**src/rtl/seg7_pkg.sv**
```systemverilog
// Shared types, segment encodings and helpers for the seven-segment display path.
// Latency: none (types, constants and pure functions only).
// Backpressure: not applicable.
package seg7_pkg;

    typedef logic [6:0] seg_t;
    typedef logic [3:0] bcd_t;

    typedef enum logic [1:0] {
        ST_IDLE,
        ST_SHIFT,
        ST_DONE
    } cvt_state_t;

    // Active-low cathodes, seg[6]=CA .. seg[0]=CG.
    localparam seg_t SEG_BLANK = 7'b1111111;
    localparam seg_t SEG_LUT [0:9] = '{
        7'b0000001, 7'b1001111, 7'b0010010, 7'b0000110, 7'b1001100,
        7'b0100100, 7'b0100000, 7'b0001111, 7'b0000000, 7'b0000100
    };

    function automatic seg_t bcd_to_seg(bcd_t b);
        if (b <= 4'd9) begin
            return SEG_LUT[int'(b)];
        end
        return SEG_BLANK;
    endfunction

    function automatic longint unsigned pow10(int n);
        longint unsigned r;
        r = 1;
        for (int i = 0; i < n; i++) begin
            r = r * 10;
        end
        return r;
    endfunction

endpackage

```
**src/rtl/bin2bcd_seq.sv**
```systemverilog
// Sequential double-dabble binary-to-BCD converter with range flag captured at load.
// Latency: busy rises on the load edge and falls VALUE_W+1 edges later; done pulses in the final busy cycle.
// Backpressure: load is ignored while busy; there is no queueing.
module bin2bcd_seq
    import seg7_pkg::*;
#(
    parameter int VALUE_W    = 14,
    parameter int NUM_DIGITS = 4
) (
    input  logic                    clk,
    input  logic                    rst_n,
    input  logic                    load,
    input  logic [VALUE_W-1:0]      value,
    output logic                    busy,
    output logic                    done,
    output logic                    ovf,
    output logic [4*NUM_DIGITS-1:0] bcd
);

    localparam int BW = 4 * NUM_DIGITS;
    localparam int CW = (VALUE_W > 1) ? $clog2(VALUE_W) : 1;
    localparam longint unsigned MAX_VAL = pow10(NUM_DIGITS) - 1;

    cvt_state_t         state_q;
    logic [VALUE_W-1:0] bin_q;
    logic [CW-1:0]      step_q;
    logic [BW-1:0]      bcd_adj;

    always_comb begin
        bcd_adj = bcd;
        for (int i = 0; i < NUM_DIGITS; i++) begin
            if (bcd[4*i +: 4] >= 4'd5) begin
                bcd_adj[4*i +: 4] = bcd[4*i +: 4] + 4'd3;
            end
        end
    end

    always_ff @(posedge clk) begin
        if (!rst_n) begin
            state_q <= ST_IDLE;
            busy    <= 1'b0;
            done    <= 1'b0;
            ovf     <= 1'b0;
            bin_q   <= '0;
            bcd     <= '0;
            step_q  <= '0;
        end else begin
            done <= 1'b0;
            case (state_q)
                ST_IDLE: begin
                    if (load) begin
                        bin_q   <= value;
                        bcd     <= '0;
                        step_q  <= '0;
                        ovf     <= 64'(value) > MAX_VAL;
                        busy    <= 1'b1;
                        state_q <= ST_SHIFT;
                    end
                end
                ST_SHIFT: begin
                    {bcd, bin_q} <= {bcd_adj, bin_q} << 1;
                    step_q       <= step_q + 1'b1;
                    if (step_q == CW'(VALUE_W - 1)) begin
                        state_q <= ST_DONE;
                        done    <= 1'b1;
                    end
                end
                ST_DONE: begin
                    busy    <= 1'b0;
                    state_q <= ST_IDLE;
                end
                default: begin
                    busy    <= 1'b0;
                    state_q <= ST_IDLE;
                end
            endcase
        end
    end

endmodule

```
**src/rtl/seg7_scan_driver.sv**
```systemverilog
// Multi-digit seven-segment driver: binary load -> BCD -> time-multiplexed active-low seg/an.
// Latency: display updates as busy falls; seg/an follow one edge later. SEG7_LEADING_ZERO_BLANK_EN blanks leading zeros.
// Backpressure: load ignored while busy; the scanner free-runs and never stalls.
module seg7_scan_driver
    import seg7_pkg::*;
#(
    parameter int NUM_DIGITS = 4,
    parameter int VALUE_W    = 14,
    parameter int CLK_HZ     = 100_000_000,
    parameter int REFRESH_HZ = 1000
) (
    input  logic                  clk,
    input  logic                  rst_n,
    input  logic [VALUE_W-1:0]    value,
    input  logic                  load,
    output logic                  busy,
    output logic                  overflow,
    output logic [6:0]            seg,
    output logic [NUM_DIGITS-1:0] an,
    output logic                  dp
);

    localparam int TICK_DIV = CLK_HZ / REFRESH_HZ;
    localparam int PW = (TICK_DIV > 1) ? $clog2(TICK_DIV) : 1;
    localparam int IW = (NUM_DIGITS > 1) ? $clog2(NUM_DIGITS) : 1;

    generate
        if (TICK_DIV < 1) begin : g_bad_tick_div
            $error("seg7_scan_driver: CLK_HZ/REFRESH_HZ must be at least 1");
        end
    endgenerate

    logic                    cvt_done;
    logic                    cvt_ovf;
    logic [4*NUM_DIGITS-1:0] cvt_bcd;
    bcd_t                    digit_q [NUM_DIGITS];
    logic [NUM_DIGITS-1:0]   blank_q;
    logic [NUM_DIGITS-1:0]   blank_nxt;
    logic [PW-1:0]           presc_q;
    logic [IW-1:0]           idx_q;

    bin2bcd_seq #(
        .VALUE_W    (VALUE_W),
        .NUM_DIGITS (NUM_DIGITS)
    ) u_cvt (
        .clk   (clk),
        .rst_n (rst_n),
        .load  (load),
        .value (value),
        .busy  (busy),
        .done  (cvt_done),
        .ovf   (cvt_ovf),
        .bcd   (cvt_bcd)
    );

`ifdef SEG7_LEADING_ZERO_BLANK_EN
    logic seen_nz;
    always_comb begin
        blank_nxt = '0;
        seen_nz   = 1'b0;
        // Digit 0 always stays lit so a zero value still shows a single "0".
        for (int i = NUM_DIGITS - 1; i > 0; i--) begin
            seen_nz      = seen_nz | (cvt_bcd[4*i +: 4] != 4'd0);
            blank_nxt[i] = ~seen_nz;
        end
    end
`else
    always_comb begin
        blank_nxt = '0;
    end
`endif

    // Digits, blank mask and overflow change together on the done cycle so the scan never tears.
    always_ff @(posedge clk) begin
        if (!rst_n) begin
            for (int i = 0; i < NUM_DIGITS; i++) begin
                digit_q[i] <= '0;
            end
            blank_q  <= '0;
            overflow <= 1'b0;
        end else if (cvt_done) begin
            overflow <= cvt_ovf;
            for (int i = 0; i < NUM_DIGITS; i++) begin
                digit_q[i] <= cvt_ovf ? 4'd9 : cvt_bcd[4*i +: 4];
            end
            blank_q <= cvt_ovf ? '0 : blank_nxt;
        end
    end

    always_ff @(posedge clk) begin
        if (!rst_n) begin
            presc_q <= '0;
            idx_q   <= '0;
            an      <= ~(NUM_DIGITS'(1));
            seg     <= SEG_LUT[0];
        end else begin
            if (presc_q == PW'(TICK_DIV - 1)) begin
                presc_q <= '0;
                idx_q   <= (idx_q == IW'(NUM_DIGITS - 1)) ? '0 : idx_q + 1'b1;
            end else begin
                presc_q <= presc_q + 1'b1;
            end
            an  <= ~(NUM_DIGITS'(1) << idx_q);
            seg <= blank_q[idx_q] ? SEG_BLANK : bcd_to_seg(digit_q[idx_q]);
        end
    end

    assign dp = 1'b1;

endmodule

```
**config.mk**
```make
export PLATFORM = sky130hd
export DESIGN_NAME = seg7_scan_driver
export DESIGN_NICKNAME = d
export VERILOG_FILES = /design/src/rtl/seg7_pkg.sv /design/src/rtl/bin2bcd_seq.sv /design/src/rtl/seg7_scan_driver.sv
export SDC_FILE = /design/constraint.sdc
export NUM_CORES = 1
export LEC_CHECK = 0
export BUFFER_PORTS_ARGS = -buffer_cell sky130_fd_sc_hd__buf_2
export CORE_AREA = 2 2 124 66
export CTS_CLUSTER_DIAMETER = 120
export DETAILED_ROUTE_END_ITERATION = 10
export DIE_AREA = 0 0 126 68
export PLACE_DENSITY = 0.7
export REMOVE_ABC_BUFFERS = 1
export SLEW_MARGIN = 0
export SYNTH_ARGS = -nofsm -noshare
export SYNTH_HDL_FRONTEND = slang
export SYNTH_HIERARCHICAL = 1
export SYNTH_SLANG_ARGS = --single-unit
```
**constraint.sdc**
```tcl
create_clock -name clk -period 4.15 [get_ports clk]
set_clock_uncertainty 0.2 [all_clocks]
set_input_delay 0.6225 -clock clk [delete_from_list [all_inputs] [get_ports clk]]
set_output_delay 0.6225 -clock clk [all_outputs]
set_load 0.05 [all_outputs]
```
Word level (Yosys, flattened, before mapping)

Memories as Yosys holds them, arrays and structs flattened. A register that Yosys moved wholly into a read port is not among the register bits.
Cells that the tools add are included.
W data, S select, Z words.

Add/subtract/negate cells: 7
Multipliers: 0
Divide/modulo/power cells: 0
Magnitude comparators: 8
Equal/unequal tests: 6
Shifts and indexed selects: 1
Multiplexer cells: 40
Bitwise operators: 9
Reductions and logical operators: 9

Operators by type and width:

| cell                    | count |
|---|---|
| $mux W4                 | 12 |
| $mux W7                 | 5 |
| $ge A32 B5 Y1 const B   | 1 |
| $not A4 Y32             | 1 |
| $pmux W16 S2            | 1 |
| $pmux W14 S2            | 1 |
| $add A17 B1 Y17 const B | 1 |
| $eq A17 B17 Y1 const B  | 1 |
| $ge A4 B3 Y1 const B    | 4 |
| $mux W16                | 1 |
| $gt A14 B14 Y1 const B  | 1 |
| $mux W14                | 1 |
| $add A4 B2 Y4 const B   | 3 |
| $mux W2                 | 5 |
| $reduce_and A2 Y1       | 5 |
| $mux W1                 | 9 |
| $pmux W4 S2             | 1 |
| $add A4 B1 Y4 const B   | 1 |
| $eq A4 B4 Y1 const B    | 1 |
| $le A4 B4 Y1 const B    | 1 |
| $not A4 Y4              | 1 |
| $or A1 B1 Y1            | 4 |
| $pmux W2 S2             | 1 |
| $shl A1 B2 Y4 const A   | 1 |
| other kinds (15)        | 17 |

Bits in registers: 70
Bits in latches: 0
Memory bits (writable): 16
ROM bits: 112
Input bits: 17
Output and inout port bits: 14
Logic and storage cells: 95
Memories: 2

Memories:

| name             | depth | bits a word | rd ports | clocked after Yosys merged registers in | wr ports | line                   | text |
|---|---|---|---|---|---|---|---|
| (name not given) | 16    | 7           | 1        | 0                                       | 0        | seg7_pkg.sv:24         | `return SEG_LUT[int'(b)];` |
| digit_q          | 4     | 4           | 1        | 1                                       | 4        | seg7_scan_driver.sv:36 | `bcd_t digit_q [NUM_DIGITS];` |

Logic depth before layout (Yosys ltp)

Gate-level depths: netlist (run 1).

Word-level depth: 7
Mapped depth: 7
Gate-level depth less buffers: 7

Cells and area by module

Netlist (run 1), hierarchy kept.

By module, submodules not included:

| module           | instances | cells an instance | area an instance (um^2) | sequential area each (um^2) |
|---|---|---|---|---|
| seg7_scan_driver | 1         | 200               | 2158.3                  | 1141.1 |
| bin2bcd_seq      | 1         | 209               | 1863.0                  | 780.7 |

Least setup slack after synthesis (run 1)

Ideal clock, no wire load.

Path type: flip-flop to flip-flop
Start: register with a tool-made name
End: register seg[3]
Setup time: 0.121 ns
Data arrival time: 1.756 ns
Data required time: 3.829 ns
Setup slack: 2.073 ns
Cell stages (with the launch flop): 8
Path buffers: 0
Period minus slack after synthesis: 2.077 ns
Cells stage by stage: dfxtp_1 -> mux4_2 -> inv_1 -> ha_1 -> nor2_1 -> o21ai_2 -> a21boi_1 -> a21boi_1

RTL lines:

| what                 | line                    | text |
|---|---|---|
| end signal, assigned | seg7_scan_driver.sv:95  | `seg <= SEG_LUT[0];` |
| end signal, assigned | seg7_scan_driver.sv:104 | `seg <= blank_q[idx_q] ? SEG_BLANK : bcd_to_seg(digit_q[idx_q]);` |
| end, declared        | seg7_scan_driver.sv:18  | `output logic [6:0] seg,` |

==> results.md, run 1 <==
- The run finished with clean final reports.
- The number of library cell types mapped by synthesis is 53.
- For this configuration, the core starts out at a cell density of 52.9%.
- The routed design could run at a clock period as short as 2.28 ns.
- Global routing consumed, over all layers together, 21.1% of the routing resources.
- The core area is 7600 um^2.
- Counting every sink on the clock net gives 88.
- The number of buffers between clock root and the deepest sink is 2.
- The die width is 126 um.
- The global placement routability congestion is 0.817.
- The worst hold path belongs to the class register to register.
- The finished layout cell area is 4510 um^2.
- The worst-path maximum fanout is 5.
- The synthesis warning total is 6.
- The detailed-router iteration count before antenna repair is 5.
- The post-synthesis mux area share is 4.01%.
- The layout net count is 470.
- The post-synthesis instance total is 409.
- The number of endpoints failing setup at the final stage is 0.
- After clock tree synthesis, the clock-pin slew on the worst setup and hold paths is 0.06 ns.
- The library cell used as clock root buffer is clkbuf_16.
- The worst-case IR drop observed on VDD is 225 uV.
- The critical path arrival is 2.30 ns.
- Counting flops with a built-in enable in the synthesized netlist gives 16.
- The synthesized design contains 88 register bits.
- The fraction of layout cells with a size suffix above 1 is 13.7%.
- The highest cell delay on the worst timing path is 0.59 ns.
- The main combinational cell family by area after synthesis is simple AND/OR/NAND/NOR gates.
- The total congestion overflow after global routing is 0.
- The critical path goes through mux4_2 -> inv_1 -> ha_1 -> nor2_1 -> o21ai_2 -> a21boi_1 -> a21boi_1.
- The synthesized netlist devotes 18.2% of its cell area to simple gates.
- Setup repair after global routing left no endpoint under its margin.
- Leaving out fill and tap cells, the most frequent cells in the layout are dfxtp_1 (72), nor2_1 (48), nand2_1 (30), buf_2 (29), o21ai_0 (26).
- The largest individual stage delay along the critical path comes from the cell mux4_2.
- STA classifies the critical path startpoint as a register.
- At the end of the flow the core is filled with cells to 59.4%.
- The count of vias placed by the detailed router is 3,032.
- In this run the vertical extent of the chip is 68 um.
- The detailed router finished its first iteration with 286 violations.
- The library cell used most frequently in the layout, excluding fill and tap cells, is dfxtp_1.
- The number of port buffers is 29.
- Using the TritonRoute via totals, the vias-per-cell ratio works out to 5.64.
- The number of buffers and inverters on the critical path is 1.
- After detailed placement, the total cell area comes to 4170 um^2.
- The source-to-sink clock delay at the later pin of the worst-skew pair is 0.34 ns.
- The die covers 8570 um^2.
- The worst setup path is captured at a register.
- The first global-routing pass estimated 13,600 um of wire.
- Wires add up to 8450 um.
- After clock tree synthesis, the repair step resized 0 gates.
- The average cell area after synthesis is 9.83 um^2.
- The number of cells on the critical path is 7.
- The cell area that synthesis handed to floorplanning was 4020 um^2.
- The final routed wire length divided by cell count is 15.7 um.
- The number of setup buffers added after CTS is 0.
- The CTS H-tree depth is 3.
- The worst setup path endpoint is seg[3].
- The final-layout setup total negative slack is 0 ns.
- Among the stages of the critical path, the cell type that occurs most often is a21boi_1.
- Among cell families on the critical path, the largest total delay comes from multiplexers.
- Measured against its own limit, the worst slew margin works out to 52.9%.
- Entering global routing, the biggest net connects 40 pins.
- The share of flip-flops with an asynchronous set or reset is 0%.
- The adder-cell share of the synthesized area is 6.22%.
- The number of buffers created by CTS is 9.
- Data on the critical path is required at its endpoint by 4.18 ns.
- The floorplan has 23 rows.
- The initial antenna violation count is 0.
- Sorting the synthesized cells by area gives the leading types as dfxtp_1 (36%), edfxtp_1 (12%), ha_1 (6.2%), nor2_1 (4.5%), o21ai_0 (3.2%).
- The share of the Yosys chip area taken by registers is 47.8%.
- For the pin with the worst max-slew slack, the measured transition is 0.707 ns.
- The sum of net half-perimeters after detailed placement is 5890 um.
- Across all register-to-register paths, the minimum setup slack is 1.87 ns.
- The number of global-route vias before repair is 2,667.
- The remaining antenna violation count after routing is 0.
- Hold is met by 0.251 ns.
- 31 I/O pins were placed.
- 0 antenna diodes ended up in the layout.
- The worst register-to-register path has a depth of 7.
- The DRC violation count after routing is 0.
- The endpoint identified for the worst register-to-register timing path is seg[3].
- The biggest area consumer among synthesized cells is dfxtp_1.
- The synthesized netlist devotes 4.14% of its cell area to XOR and XNOR gates.
- The max-slew violation count was 0.
- The final critical path takes up 54.8% of the cycle.
- In the synthesized netlist the dominant register cell turns out to be dfxtp_1.
- The number of endpoints with negative hold slack in the final report came to 0.
- The maximum clock frequency is 440 MHz.
- The number of buffers added to fix hold violations after cts is 0.
- The critical path is of the register to register type.
- TritonCTS built the clock tree.
- The power density over the cells is 434 nW/um^2.
- The area growth from synthesis to layout is 12.2%.
- The number of violations of the max-capacitance limit is 0.
- The share of the synthesized area in compound gates (AO/OA/AOI/OAI) is 14.4%.
- The reported leakage power is 1.76 nW.
- The synthesized design devotes to its leading area cell type 35.8% of total area.
## worst min-delay path by stage
stage	from	to	slack, ns	cells past startpoint
5_1_grt	u_cvt/busy	u_cvt/busy	0.26	2
2_1_floorplan	presc_q[0]	presc_q[0]	0.23	1
3_5_place_dp	u_cvt/busy	u_cvt/busy	0.24	2
4_1_cts	u_cvt/busy	u_cvt/busy	0.25	2
3_3_place_gp	u_cvt/busy	u_cvt/busy	0.23	2
6_report	u_cvt/busy	u_cvt/busy	0.25	2
## routing by layer
layer / global-route usage, % / vias up / share of wire [%]
li1: - / 1478 / -
met1: 31.0 / 1408 / 52
met2: 27.8 / 135 / 38
met3: 9.07 / 11 / 9.4
met4: 5.63 / 0 / 0.88
met5: 0 / - / 0
## Yosys cell counts, types with 2 or more instances
master     number
buf_2           5
clkbuf_1        3
a21boi_1        4
nand2_1        30
and4_1          2
nor3_1          6
o211ai_1        2
nor2_1         48
nor2b_1         4
buf_6           5
a21boi_0        7
o21ai_0        26
xor2_1          9
mux4_2          4
dfxtp_1        72
nand3_1        12
nor4b_1         2
ha_1           20
nand3_2         2
o2bb2ai_1       5
o31ai_1         4
a222oi_1        5
and2_1         10
mux2i_1         6
nor2_2          2
edfxtp_1       16
or3_1           3
a21oi_1        18
nand2b_1        9
and3_1          3
a22o_1          6
nor4_1          2
inv_1          23
xnor2_1        10
buf_4           2
nand4_1         4
nor4bb_1        2
## worst min-delay path, cell delays in order, from the launching register on
cell	delay, ns
dfxtp_1	0.31
inv_1	0.05
a21oi_1	0.05
## through the flow
step | cells | total power, W | worst slack [ns]
after floorplan | 393 | 0.00102 | 2.07
after global placement | 522 | 0.00107 | 1.90
after detailed placement | 522 | 0.00107 | 1.76
after CTS | 538 | 0.00197 | 1.86
after global routing | 538 | 0.00203 | 1.69
final | 538 | 0.00196 | 1.87
## layout make-up
class	count	area, um^2
fill	623	3080
clock buffer	12	289
multi-input combinational	282	1890
tap	100	125
sequential	88	1920
clock inverter	4	55.1
timing repair buffer	29	145
inverter	23	86.3
## state kept, by name, indices dropped and copies added (netlist names), named ones only
name and cells:
presc_q 17, digit_q 16, u_cvt/bcd 16, u_cvt/bin_q 14
seg 7, an 4, u_cvt/step_q 4, idx_q 2
u_cvt/state_q 2, overflow 1, u_cvt/busy 1, u_cvt/done 1
u_cvt/ovf 1
## kinds of logic (layout without fill, tap and decap cells)
family	after synthesis	in the layout
fa+ha+maj	20	20
other cells	1	1
buf+inv	39	68
flops	88	88
compound gates	86	86
simple gates	145	145
mux	11	11
xor+xnor	19	19
## power by group
part | switching (W) | internal [W] | total [W]
sequential | 0.0000235 | 0.000898 | 0.000922
combinational | 0.0000894 | 0.0000444 | 0.000134
clock | 0.000345 | 0.000559 | 0.000905
Note: power is estimated with default switching activity, not from simulation.
==> inputs of run 2 (changes only) <==
==> constraint.sdc (replaced) <==
create_clock -name clk -period 2.1 [get_ports clk]
set_clock_uncertainty 0.2 [all_clocks]
set_input_delay 0.315 -clock clk [delete_from_list [all_inputs] [get_ports clk]]
set_output_delay 0.315 -clock clk [all_outputs]
set_load 0.05 [all_outputs]
==> run 2 against run 1 <==
Clock power grew 71%. Power is 87% higher. Die area did not move. Worst setup slack got worse by 1.8 ns. Critical path type unchanged.
==> results.md, run 2 (synthesized netlist as in run 1, its figures left out) <==
- The initial detailed-routing violation count is 307 (+7.3%).
- The minimum period implied by the final worst setup slack is 2.00 ns (-0.271 ns).
- The fraction of power spent switching nets is 22.7% (-0.67 points).
- The number of flip-flops in the largest register is 17 (unchanged).
- The total power draw is 0.00367 W (+87%).
- The library cell used most frequently in the layout, excluding fill and tap cells, is dfxtp_1.
- The global placement routability congestion is 0.824 (+0.84%).
- TritonCTS built the clock tree.
- The sum of net half-perimeters after detailed placement is 6480 um (+10%).
- The highest metal layer carrying signal wires in the routed design is met4.
- The die area came to 8570 um^2 (unchanged).
- The final routed wire length divided by cell count is 15.6 um (-0.90%).
- The number of port buffers is 29 (unchanged).
- The area growth from synthesis to layout is 16.3%.
- The count of vias placed by the detailed router is 3,091 (+1.9%).
- The critical path starts at presc_q[0].
- The I/O pin count came to 31 (unchanged).
- The tightest min-delay check is of the input pin to register type.
- The startpoint of the worst register-to-register path is presc_q[0].
- The total global routing track utilization is 21.4% (+0.36 points).
- The setup slack on the worst flop-to-flop path is 0.1 ns (-1.78 ns).
- The relative contribution of sequential cells to total power was 49.3% (+2.3 points).
- The global-route wire length before repair is 14,000 um (+3.1%).
- The largest registers in the layout are presc_q (17), digit_q (16), u_cvt/bcd (16).
- The detailed-router iteration count before antenna repair was 6 (+1).
- The CTS H-tree depth came to 3 (unchanged).
- The initial antenna violation count is 0 (unchanged).
- The aggregate routed wire length is 8780 um (+3.9%).
- The sink count of the clock tree is 88 (unchanged).
- The number of buffers created by CTS is 9 (unchanged).
- The cell-internal power is 0.00283 W (+89%).
- The critical path arrival was 2.03 ns (-0.27 ns).
- The number of placement rows is 23 (unchanged).
- The maximum clock frequency is 499 MHz (+14%).
- The core area is 7600 um^2 (unchanged).
- The required time of the critical path is 2.12 ns (-2.06 ns).
- The initial standard-cell utilization of the core is 52.9% (unchanged).
- The flow ran to the end, and the final reports show no timing, DRC or antenna violations.
- The number of violations of the max-capacitance limit is 0 (unchanged).
- The DRC violation count after routing is 0 (unchanged).
- The met2 wire length is 3380 um (+5.6%).
- The die extent in y is 68 um (unchanged).
- The period utilization came to 95.4% (+41 points).
- The post-CTS clock slew at the launch and capture registers of the worst setup and hold paths came to 0.06 ns (about the same).
- The via density per instance was 5.48 (-2.8%).
- The fraction of layout cells with a size suffix above 1 is 17.2% (+3.5 points).
- The clock network fraction of total power came to 42.2% (-3.9 points).
- The pin count of the biggest net entering global routing is 24 (-40%).
- The worst setup path is captured at a register.
- In this run the clock root is driven by a clkbuf_16.
- The die width is 126 um (unchanged).
- The finished layout cell area is 4680 um^2 (+3.6%).
- The remaining antenna violation count after routing is 0 (unchanged).
- The number of setup buffers added after CTS is 0 (unchanged).
- The wire length on met3 came to 527 um (-34%).
- The kind of start point of the critical path is a register.
- The number of endpoints with negative hold slack in the final report is 0 (unchanged).
- The total placed instance area is 4320 um^2 (+3.6%).
- The register name with the most flops is presc_q.
- The number of global-route vias before repair is 2,759 (+3.4%).
- The power density over the cells is 784 nW/um^2 (+81%).
- The combinational fraction of design power came to 8.4% (+1.6 points).
- The max-slew violation count is 0 (unchanged).
- The total congestion overflow after global routing is 0 (unchanged).
- The number of buffers between clock root and the deepest sink came to 2 (unchanged).
- The source-to-sink clock delay at the later pin of the worst-skew pair came to 0.33 ns (about the same).
- The switching power came to 0.000833 W (+82%).
- The number of endpoints failing setup at the final stage is 0 (unchanged).
- The fill cell instance count of the final layout is 635 (+1.9%).
- The layout net count is 496 (+5.5%).
- The category of the most critical setup path is register to register.
- The number of inserted diodes was 0 (unchanged).
- The worst-path maximum fanout came to 3 (-2).
- Leaving out fill and tap cells, the most frequent cells in the layout are dfxtp_1 (71), nor2_1 (48), nand2_1 (30), buf_2 (29), o21ai_0 (26).
- The wire length on met1 is 4760 um (+8.7%).
- The reported leakage power was 1.87 nW (+5.8%).
- The peak supply drop is 399 uV (+78%).
- The path depth of the worst reg2reg path is 5 (-2).
-- run 2: cell count changes in the layout (fill, tap and decap cells not counted), moves of 2 or more --
cell,delta
clkbuf_16,-2
clkinv_2,+2
dlygate4sd3_1,+6
clkbuf_1,+2
buf_4,+20
-- run 2: stage by stage --
step,hold WS (ns),setup slack [ns],setup TNS [ns],util (%),cells
5_1_grt,0.0926,-0.00405,-0.00405,61.6,564
2_1_floorplan,0.184,0.0229,0,-,393
4_1_cts,0.0658,0.0414,0,61.5,564
6_report,0.0803,0.0958,0,61.6,564
3_5_place_dp,0.242,0.0525,0,56.9,542
3_3_place_gp,0.232,0.0982,0,56.9,542
-- run 2: worst max-delay path, stage by stage (launching register included) --
cell      delay (ns)
dfxtp_1         0.37
ha_1            0.23
and4_1          0.25
nand4_1         0.21
or3_1           0.36
a21boi_1        0.27
-- run 2: routing by layer --
layer	vias to the layer above	track usage, %
li1	1523	-
met1	1469	32.9
met2	90	29.1
met3	9	4.93
met4	0	7.69
met5	-	0
-- run 2: cell type report --
cell class | instances | area [um^2] | area share [%]
sequential | 88 | 1920 | 41.1
multi-input combinational | 282 | 1900 | 40.6
timing repair buffer | 55 | 355 | 7.60
clock buffer | 12 | 246 | 5.27
tap | 100 | 125 | 2.68
inverter | 23 | 86.3 | 1.85
clock inverter | 4 | 43.8 | 0.936
-- run 2: power by group through the flow --
stage          logic (W)  clock network [W]  registers, W
2_1_floorplan   0.000142                  0       0.00188
3_3_place_gp    0.000291                  0       0.00184
3_5_place_dp    0.000294                  0       0.00184
4_1_cts         0.000304            0.00158       0.00181
5_1_grt         0.000337            0.00164       0.00181
6_report        0.000310            0.00155       0.00181
-- run 2: repair_timing --
action	in CTS	in global routing
endpoints found under the setup margin	0	2
hold endpoints to repair	6	0
hold buffers	6	0
resized for setup	0	3
-- run 2: how the worst min path moves through the flow --
stage	from	endpoint	slack, ns	cells after the start
6_report	value[13]	u_cvt/ovf	0.08	3
5_1_grt	value[13]	u_cvt/ovf	0.09	3
4_1_cts	value[13]	u_cvt/ovf	0.07	3
3_5_place_dp	u_cvt/busy	u_cvt/busy	0.24	2
3_3_place_gp	u_cvt/busy	u_cvt/busy	0.23	2
2_1_floorplan	rst_n	an[2]	0.18	1
==> inputs of run 3 (changes only) <==
--- a/config.mk
+++ b/config.mk
@@ -5,13 +5,13 @@
 export SDC_FILE = /design/constraint.sdc
 export NUM_CORES = 1
 export LEC_CHECK = 0
+export ABC_CLOCK_PERIOD_IN_PS = 2100
 export BUFFER_PORTS_ARGS = -buffer_cell sky130_fd_sc_hd__buf_2
 export CORE_AREA = 2 2 124 66
 export CTS_CLUSTER_DIAMETER = 120
 export DETAILED_ROUTE_END_ITERATION = 10
 export DIE_AREA = 0 0 126 68
 export PLACE_DENSITY = 0.7
-export REMOVE_ABC_BUFFERS = 1
 export SLEW_MARGIN = 0
 export SYNTH_ARGS = -nofsm -noshare
 export SYNTH_HDL_FRONTEND = slang
==> run 3 against run 2 <==
Non-clock buffer count down 11. Via count down 1.2%. Worst hold slack worse by 0.055 ns. Critical path type unchanged. Highest routed layer unchanged.
==> results.md, run 3 (synthesized netlist as in run 1, its figures left out) <==
- The run finished with clean final reports.
- The kind of cell with the highest combined delay on the critical path is multiplexers.
- The initial standard-cell utilization of the core came to 52.9% (unchanged).
- The tightest min-delay check is of the input pin to register type.
- Compared with the post-synthesis result, the final layout area differs by 13.8%.
- The die width is 126 um (unchanged).
- The sink count of the clock tree is 88 (unchanged).
- The startpoint identified for the worst hold timing path is value[11].
- The number of flip-flops in the largest register is 17 (unchanged).
- The minimum period implied by the final worst setup slack is 1.98 ns (-0.0273 ns).
- The slew at the pin with the worst max-slew slack is 0.536 ns.
- The I/O pin count came to 31 (unchanged).
- The sum of net half-perimeters after detailed placement is 6070 um (-6.3%).
- CTS placed an instance of clkbuf_16 at the clock tree root.
- The total power draw came to 0.00363 W (-1.1%).
- The global placement routability congestion came to 0.828 (+0.47%).
- The core area was 7600 um^2 (unchanged).
- The maximum clock frequency is 506 MHz (+1.4%).
- The final routed wire length divided by cell count is 15.3 um (-1.5%).
- The initial antenna violation count is 0 (unchanged).
- The number of port buffers is 29 (unchanged).
- The DRC violation count after routing came to 0 (unchanged).
- The detailed-router iteration count before antenna repair is 5 (-1).
- The count of vias placed by the detailed router came to 3,053 (-1.2%).
- The depth of the worst hold-timing path is 3 (unchanged).
- The setup slack on the worst flop-to-flop path is 0.12 ns (+0.03 ns).
- The power density over the cells is 792 nW/um^2 (+1.1%).
- The number of buffers between clock root and the deepest sink is 2 (unchanged).
- The final critical-path setup slack is 0.123 ns (+0.0273 ns).
- The remaining antenna violation count after routing is 0 (unchanged).
- The path depth of the worst reg2reg path is 7 (+2).
- The total global routing track utilization was 20.5% (-0.94 points).
- The remaining max-slew budget at the tightest pin is 64.3%.
- The worst setup path is captured at a register.
- The pin count of the biggest net entering global routing is 20 (-17%).
- The initial detailed-routing violation count is 295 (-3.9%).
- In the layout the commonest cells are dfxtp_1 (71), nor2_1 (48), nand2_1 (30), buf_2 (29), o21ai_0 (26).
- The number of global-route vias before repair is 2,718 (-1.5%).
- met1 is the most crowded layer.
- The worst-path maximum fanout came to 3 (unchanged).
- The peak supply drop came to 547 uV (+37%).
- The path with the worst hold slack has its endpoint at u_cvt/bin_q[11].
- The met2 track utilization from global routing is 29.8% (+0.74 points).
- The via density per instance is 5.52 (+0.74%).
- Among all stages on the critical path, the largest delay is contributed by mux4_2.
- The number of buffers created by CTS is 9 (unchanged).
- The reg-to-reg endpoint is seg[6].
- The critical path goes through mux4_2 -> inv_1 -> ha_2 -> nor2_1 -> o21ai_2 -> a21boi_2 -> a21boi_1.
- The kind of start point of the critical path is a register.
- The register name with the most flops is presc_q.
- The die extent in y is 68 um (unchanged).
- TritonCTS built the clock tree.
- The final-layout setup total negative slack is 0 ns (unchanged).
- The total congestion overflow after global routing was 0 (unchanged).
- The met3 track utilization from global routing was 5.63% (+0.70 points).
- The highest cell delay on the worst timing path is 0.53 ns (+0.16 ns).
- The critical path arrival came to 2.00 ns (-0.03 ns).
- The layout net count is 485 (-2.2%).
- The category of the most critical setup path is register to register.
- The number of nets in the synthesized netlist is 446.
- The die area is 8570 um^2 (unchanged).
- The source-to-sink clock delay at the later pin of the worst-skew pair is 0.33 ns (about the same).
- The met1 global-route usage came to 29.9% (-2.9 points).
- The minimum setup slack after placement is 0.0308 ns (-0.0217 ns).
- The period utilization is 94.1% (-1.3 points).
- The global-route wire length before repair is 13,400 um (-4.2%).
- Setup repair after global routing left no endpoint under its margin.
- The max-slew violation count was 0 (unchanged).
- The number of inserted diodes is 0 (unchanged).
- The required time of the critical path is 2.12 ns (about the same).
- The largest registers in the layout are presc_q (17), digit_q (16), u_cvt/bcd (16).
- The number of placement rows is 23 (unchanged).
- The reported leakage power is 1.81 nW (-3.0%).
- The number of endpoints failing setup at the final stage was 0 (unchanged).
- The number of endpoints with negative hold slack in the final report was 0 (unchanged).
- The aggregate routed wire length was 8480 um (-3.4%).
- The post-CTS clock slew at the launch and capture registers of the worst setup and hold paths is 0.06 ns (about the same).
- The fraction of layout cells with a size suffix above 1 is 15.9% (-1.3 points).
- The critical path buffer and inverter count is 1 (+1).
- The CTS H-tree depth was 3 (unchanged).
- Leaving out fill and tap cells, the most frequent cell in the layout is dfxtp_1.
- The number of violations of the max-capacitance limit is 0 (unchanged).
## run 3: cell types whose count changed in the layout (fill, tap and decap cells not counted)
cell           delta
clkinv_2          +1
clkbuf_8          -1
dlygate4sd3_1     -3
buf_4             -8
## run 3: worst reg2reg max path, delay by kind of cell, from the launching register on
kind,cells,cell delay [ns]
multiplexers,1,0.53
AO/OA/AOI/OAI,3,0.37
flip-flops,1,0.36
adder cells (fa/ha/maj),1,0.22
buffers and inverters,1,0.13
AND/OR/NAND/NOR,1,0.05
## run 3: metal layers
| metal | vias to the layer above | part of all wire [%] |
|---|---|---|
| met1 | 1451 | 52 |
| met3 | 11 | 6.0 |
| met2 | 86 | 41 |
| li1 | 1505 | - |
| met5 | - | 0 |
| met4 | 0 | 1.2 |
## run 3: what timing repair did
| action | CTS | global route |
|---|---|---|
| hold buffers | 3 | 0 |
| buffers inserted | 0 | 1 |
| resized for setup | 0 | 3 |
| endpoints found under the hold margin | 3 | 0 |
| setup endpoints to repair | 0 | 6 |
## run 3: stage by stage
stage	utilization [%]	std cells	cell area (um^2)	hold WS (ns)
2_1_floorplan	-	409	4020	0.229
3_3_place_gp	56.0	533	4250	0.237
3_5_place_dp	56.0	533	4250	0.249
4_1_cts	60.1	552	4560	0.0151
5_1_grt	60.3	553	4580	0.0391
6_report	60.3	553	4580	0.0253
## run 3: worst max-delay path by stage
stage | end | depth (start not counted)
6_report | seg[6] | 7
5_1_grt | seg[3] | 7
4_1_cts | seg[6] | 7
3_5_place_dp | seg[6] | 7
3_3_place_gp | seg[3] | 7
2_1_floorplan | seg[3] | 7
## run 3: cell type report
class	instances	area [um^2]
Clock buffer	11	233
Clock inverter	5	48.8
Fill cell	643	3020
Inverter	23	86.3
Multi-Input combinational cell	282	1900
Sequential cell	88	1920
Tap cell	100	125
Timing Repair Buffer	44	265
## run 3: report_power, final
part | internal [W] | switching [W] | total [W]
registers | 0.00178 | 0.0000388 | 0.00181
logic | 0.000102 | 0.000185 | 0.000288
clock network | 0.000912 | 0.000613 | 0.00153
total | 0.00279 | 0.000837 | 0.00363
